File: src/rtl/instr_encode.sv
// instr_encode: packs decoded RV32I field bundles (OP-IMM, LUI, OP, LOAD,
// STORE, BRANCH, JALR) into 32-bit instruction words and queues them in a
// DEPTH-entry FIFO for an instruction-memory loader or fetch stimulus port.
// Bundles with an unknown opcode are accepted but dropped, with a one-cycle
// err_illegal pulse.
// Optional feature: define INSTR_ENCODE_STATS_EN to make the saturating
// enc_count / ill_count statistics live; otherwise both ports read 0.
module instr_encode #(
  parameter int DEPTH = 4,
  parameter int CNT_W = 16
) (
  input  logic             clk,
  input  logic             reset,
  input  logic             in_valid,
  output logic             in_ready,
  input  logic [6:0]       opcode,
  input  logic [4:0]       rd,
  input  logic [4:0]       rs1,
  input  logic [4:0]       rs2,
  input  logic [2:0]       func3,
  input  logic [6:0]       func7,
  input  logic [31:0]      imm,
  input  logic             flush,
  output logic             out_valid,
  input  logic             out_ready,
  output logic [31:0]      out_instr,
  output logic             err_illegal,
  output logic [CNT_W-1:0] enc_count,
  output logic [CNT_W-1:0] ill_count
);

  localparam int AW = (DEPTH > 1) ? $clog2(DEPTH) : 1;
  localparam int CW = AW + 1;

  localparam logic [6:0] OPC_OP_IMM = 7'b0010011;
  localparam logic [6:0] OPC_LUI    = 7'b0110111;
  localparam logic [6:0] OPC_OP     = 7'b0110011;
  localparam logic [6:0] OPC_LOAD   = 7'b0000011;
  localparam logic [6:0] OPC_STORE  = 7'b0100011;
  localparam logic [6:0] OPC_BRANCH = 7'b1100011;
  localparam logic [6:0] OPC_JALR   = 7'b1100111;

  logic [31:0]   r_mem [DEPTH];
  logic [AW-1:0] r_wr_ptr;
  logic [AW-1:0] r_rd_ptr;
  logic [CW-1:0] r_count;
  logic          r_err;

  logic          w_full;
  logic          w_empty;
  logic          w_accept;
  logic          w_pop;
  logic          w_push;
  logic          w_legal;
  logic [31:0]   w_word;

  assign w_full    = (r_count == CW'(DEPTH));
  assign w_empty   = (r_count == '0);
  assign in_ready  = !w_full;
  assign out_valid = !w_empty;
  assign w_accept  = in_valid && in_ready;
  assign w_pop     = out_valid && out_ready;
  // A flush in the same cycle wins over the push: the bundle is consumed but lost.
  assign w_push    = w_accept && w_legal && !flush;

  // The head entry is presented only while valid, so an empty FIFO reads as 0.
  assign out_instr   = out_valid ? r_mem[r_rd_ptr] : 32'h0;
  assign err_illegal = r_err;

  // Field packing per opcode class; unknown opcodes clear w_legal.
  always_comb begin
    // NOTE: defaults first so every path assigns both outputs (no latches);
    // combinational logic uses blocking assignments.
    w_legal = 1'b1;
    w_word  = 32'h0;
    case (opcode)
      OPC_OP_IMM: begin
        if (func3 == 3'b001 || func3 == 3'b101)
          w_word = {func7, imm[4:0], rs1, func3, rd, opcode};
        else
          w_word = {imm[11:0], rs1, func3, rd, opcode};
      end
      OPC_LOAD, OPC_JALR:
        w_word = {imm[11:0], rs1, func3, rd, opcode};
      OPC_LUI:
        w_word = {imm[31:12], rd, opcode};
      OPC_OP:
        w_word = {func7, rs2, rs1, func3, rd, opcode};
      OPC_STORE:
        w_word = {imm[11:5], rs2, rs1, func3, imm[4:0], opcode};
      OPC_BRANCH:
        w_word = {imm[12], imm[10:5], rs2, rs1, func3, imm[4:1], imm[11], opcode};
      default:
        w_legal = 1'b0;
    endcase
  end

  // FIFO storage write.
  // NOTE: the data array has no reset; empty/valid come from r_count, and
  // out_instr is masked while empty, so stale contents are never visible.
  always_ff @(posedge clk) begin
    if (w_push) r_mem[r_wr_ptr] <= w_word;
  end

  // Pointer, occupancy and illegal-pulse state; flush overrides push and pop.
  always_ff @(posedge clk or posedge reset) begin
    // NOTE: sequential state uses non-blocking assignments only.
    if (reset) begin
      r_wr_ptr <= '0;
      r_rd_ptr <= '0;
      r_count  <= '0;
      r_err    <= 1'b0;
    end else begin
      r_err <= w_accept && !w_legal;
      if (flush) begin
        r_wr_ptr <= '0;
        r_rd_ptr <= '0;
        r_count  <= '0;
      end else begin
        if (w_push) r_wr_ptr <= r_wr_ptr + AW'(1);
        if (w_pop)  r_rd_ptr <= r_rd_ptr + AW'(1);
        case ({w_push, w_pop})
          2'b10:   r_count <= r_count + CW'(1);
          2'b01:   r_count <= r_count - CW'(1);
          default: r_count <= r_count;
        endcase
      end
    end
  end

`ifdef INSTR_ENCODE_STATS_EN
  logic [CNT_W-1:0] r_enc_cnt;
  logic [CNT_W-1:0] r_ill_cnt;

  // Saturating statistics; not cleared by flush.
  always_ff @(posedge clk or posedge reset) begin
    if (reset) begin
      r_enc_cnt <= '0;
      r_ill_cnt <= '0;
    end else begin
      if (w_push && r_enc_cnt != '1)
        r_enc_cnt <= r_enc_cnt + CNT_W'(1);
      if (w_accept && !w_legal && r_ill_cnt != '1)
        r_ill_cnt <= r_ill_cnt + CNT_W'(1);
    end
  end

  assign enc_count = r_enc_cnt;
  assign ill_count = r_ill_cnt;
`else
  assign enc_count = '0;
  assign ill_count = '0;
`endif

endmodule
File: config.mk
export PLATFORM = sky130hd
export DESIGN_NAME = instr_encode
export DESIGN_NICKNAME = d
export VERILOG_FILES = /design/src/rtl/instr_encode.sv
export SDC_FILE = /design/constraint.sdc
export NUM_CORES = 1
export LEC_CHECK = 0
export CAP_MARGIN = 15
export CORE_MARGIN = 10
export CORE_UTILIZATION = 25
export CTS_CLUSTER_SIZE = 12
export DETAILED_ROUTE_END_ITERATION = 6
export DONT_BUFFER_PORTS = 1
export PLACE_DENSITY = 0.35
export SKIP_LAST_GASP = 1
export SYNTH_ARGS = -nofsm -noshare
export SYNTH_HDL_FRONTEND = slang
export SYNTH_SLANG_ARGS = --single-unit
File: constraint.sdc
create_clock -name clk -period 4.7 [get_ports clk]
set_clock_uncertainty 0.2 [all_clocks]
set_input_delay 1.175 -clock clk [delete_from_list [all_inputs] [get_ports clk]]
set_output_delay 1.175 -clock clk [all_outputs]
set_load 0.01 [all_outputs]
==> results by group <==
Route
  – Routed WL: 16500 µm
  – Vias per cell: 4.32
  – Via count: approximately 3100
  – DRC viols: 0
  – Avg WL per Cell: 22.7 µm
  – Iter 0 DRT Violations: 171
  – DRT antenna net count: 0
  – First drt pass iteration count: 5

Cells and area
  – Layout Area Growth over Synthesis: 15.2%
  – # diodes: 0
  – Layout cells sized above 1: 23.7%
  – Final core occ: 29.3%
  – Layout Nets: 462

Floorplanning
  – Die area: about 31000 µm²
  – Die width: 177 µm
  – Initial core utilization: 25.4%
  – IO Count: 136
  – Row count: 57
  – Core ar.: 24300 µm²
  – Die height: around 180 µm

CTS
  – CTS tree: yes
  – Hold_buf cts: 0
  – Post-CTS Resized: 0
  – Maximum buffer depth of the clock tree: 2
  – Clk root buf: clkbuf_16
  – H-tree depth: 4
  – CTS buffer count: 17
  – # Post-CTS Setup Buffers: 0
  – Clock-pin slew on the worst setup and hold paths: 0.06 ns
  – Clock sinks: 136
  – Clk Latency, worst-skew pair: around 0.41 ns

Timing
  – RSZ-0062 raised after global routing: no
  – Endpoints failing setup: 0
  – Setup slack after layout: between 1 and 1.5 ns
  – Final hold slack: ~0.4 ns
  – Max Fclk: 0.276 GHz
  – Crit path time final: 3.63 ns
  – Rel. slew slack: 35.6%
  – Post-route setup TNS: 0 ns
  – Slew Viols, Final: 0
  – Actual slew at the worst max-slew pin: between 0.9 and 1 ns
  – Final Hold Fails: 0
  – Crit share post-route: between 70% and 80%

Global routing
  – Grt total ovfl: 0
  – Total GRT Usage: 10.5%
  – Via count of the first global-routing pass: 3362
  – Initial antenna violation count: 1
  – Largest net degree at the start of global routing: 34
  – Global-route wire length before repair: 23500 µm

Yosys
  – Cell with the most instances after synthesis: edfxtp_1
  – Synth Instances: 372
  – Post-synthesis async set-or-reset flop share: 5.88%
  – Cells taking the most area after synthesis: edfxtp_1 62%, mux4_2 12%, and2_1 4.4%
  – Syn_area_per_cell: 16.6 µm²
  – Yosys top cell by area: edfxtp_1
  – Synth cell types: between 40 and 50
  – Post-synthesis sequential area ratio: 65.4%
  – Synthesized cell area: between 6000 and 7000 µm²
  – Ys flop type: edfxtp_1
  – Yosys Warn Count: 0
  – Commonest cells in the netlist: 128 x edfxtp_1, 43 x and2_1, 32 x buf_4, 32 x mux4_2, 14 x nor2_1
  – Synth top area share: 62.2%
  – Yosys reg bits: 136
  – EDFF count, synth: 128

Critical path
  – Slowest CP cell: dfrtp_2
  – Critical R2R Launch: r_count[1]
  – Cells on worst reg2reg path: 8
  – Arrival time worst endpoint: 2.25 ns
  – Worst Path Max Fanout: 19
  – Cells along the critical path: buf_12, mux4_2, and2_1
  – Reg-to-reg endpoint: r_count[2]
  – CP peak stage delay: between 0.7 and 0.8 ns
  – Crit path required time: 3.32 ns
  – CP Launch Type: register
  – Critical path endpoint category: output pin
  – Reg-to-reg setup timing slack: 1.72 ns
  – Worst setup path class: register to output pin

Pwr
  – Power consumption: ~0.0035 W
  – LEAKAGE: around 2.4 nW
  – Clock power frac: 37.2%
  – Flop pwr share: 40.1%
  – Peak supply drop: between 0.15 and 0.2 mV
  – Net Sw Power: roughly 0.0011 W
  – Cell-internal power: 0.00241 W
  – Logic pwr share: 22.7%
  – Switch share: 31.0%
  – Power Dens Cells: 491 nW/µm²

Min path
  – Hold crit path type: input port to async pin

Place
  – Post-DP HPWL: 11600 µm
  – Quantity of I/O buffers inserted on ports: 0
  – Worst Setup Slack post-DPL: 0.750 ns
  – Routability Congestion: 0.715

Status
  – Status: finished, final reports clean

Job
  – Maxcap violations: 0
registers in the layout (all words and copies together), names as in the netlist:
signal       cells
err_illegal      1
r_wr_ptr         2
r_mem          128
r_rd_ptr         2
r_count          3
metrics by stage:
stage                     cell area, µm²  instances
after floorplan                     6310        407
after global placement              6520        692
after detailed placement            6520        692
after CTS                           7110        724
after global routing                7120        725
final                               7120        725
logic make-up after synthesis:
kind of cell             share of synthesized area [%]
adder cells (fa/ha/maj)                           1.13
AND/OR/NAND/NOR                                   8.24
AO/OA/AOI/OAI                                     5.65
buffers and inverters                             6.01
multiplexers                                      12.7
flip-flops                                        65.4
XOR/XNOR                                         0.830
other                                           0.0606
layout by cell type (no fill, tap or decap), drive strengths merged, types with 2 or more instances in the layout:
master | Yosys | final
mux4 | 32 | 32
dfrtp | 8 | 8
ha | 4 | 4
buf | 42 | 13
nand3 | 3 | 3
nand2 | 9 | 9
o21ai | 2 | 2
and2 | 43 | 43
conb | 1 | 36
nand2b | 5 | 5
clkinv | 0 | 3
nor2b | 3 | 3
a221oi | 2 | 2
a222oi | 5 | 5
nor3 | 4 | 4
mux2 | 3 | 3
edfxtp | 128 | 128
xor2 | 3 | 3
inv | 11 | 18
a21oi | 6 | 6
a221o | 6 | 6
xnor2 | 2 | 2
clkinvlp | 0 | 4
nor2 | 14 | 14
a2111oi | 2 | 2
clkbuf | 9 | 17
a22o | 13 | 13
mux2i | 3 | 3
worst max-delay path by stage:
stage,startpoint,end,slack [ns],cells past startpoint
after floorplan,opcode[2],r_mem[0][0],1.13,5
after global placement,opcode[3],r_count[2],0.78,8
after detailed placement,opcode[3],r_count[2],0.75,8
after CTS,r_count[0],out_instr[6],0.74,3
after global routing,r_rd_ptr[0],out_instr[20],0.89,3
final,r_rd_ptr[0],out_instr[20],1.07,3
per-layer routing:
metal  track usage (%)  share of wire, %
met5                 0                 0
met4              3.51               1.3
met3              3.69               6.3
met2              16.3                47
met1              13.5                45
cell type report:
class                   count  area (µm²)
well taps                 324         405
clock buffers              17         425
clock inverters            15         163
flip-flops and latches    136        4050
fillers                  2445       17200
multi-input cells         209        1910
inverters                  11        41.3
repair buffers             13         130
power groups by stage:
stage	sequential (W)	combinational (W)	clock [W]
3_5_place_dp	0.00143	0.000811	0
6_report	0.00140	0.000793	0.00130
2_1_floorplan	0.00137	0.000637	0
3_3_place_gp	0.00143	0.000808	0
4_1_cts	0.00141	0.000813	0.00134
5_1_grt	0.00141	0.000883	0.00139
critical path: cells and delay by family, from the launching register on:
family | cells | cell delay (ns)
simple gates | 1 | 0.23
mux | 1 | 0.55
buf+inv | 1 | 0.29
flops | 1 | 0.76
Power figures use the tool's default switching activity.
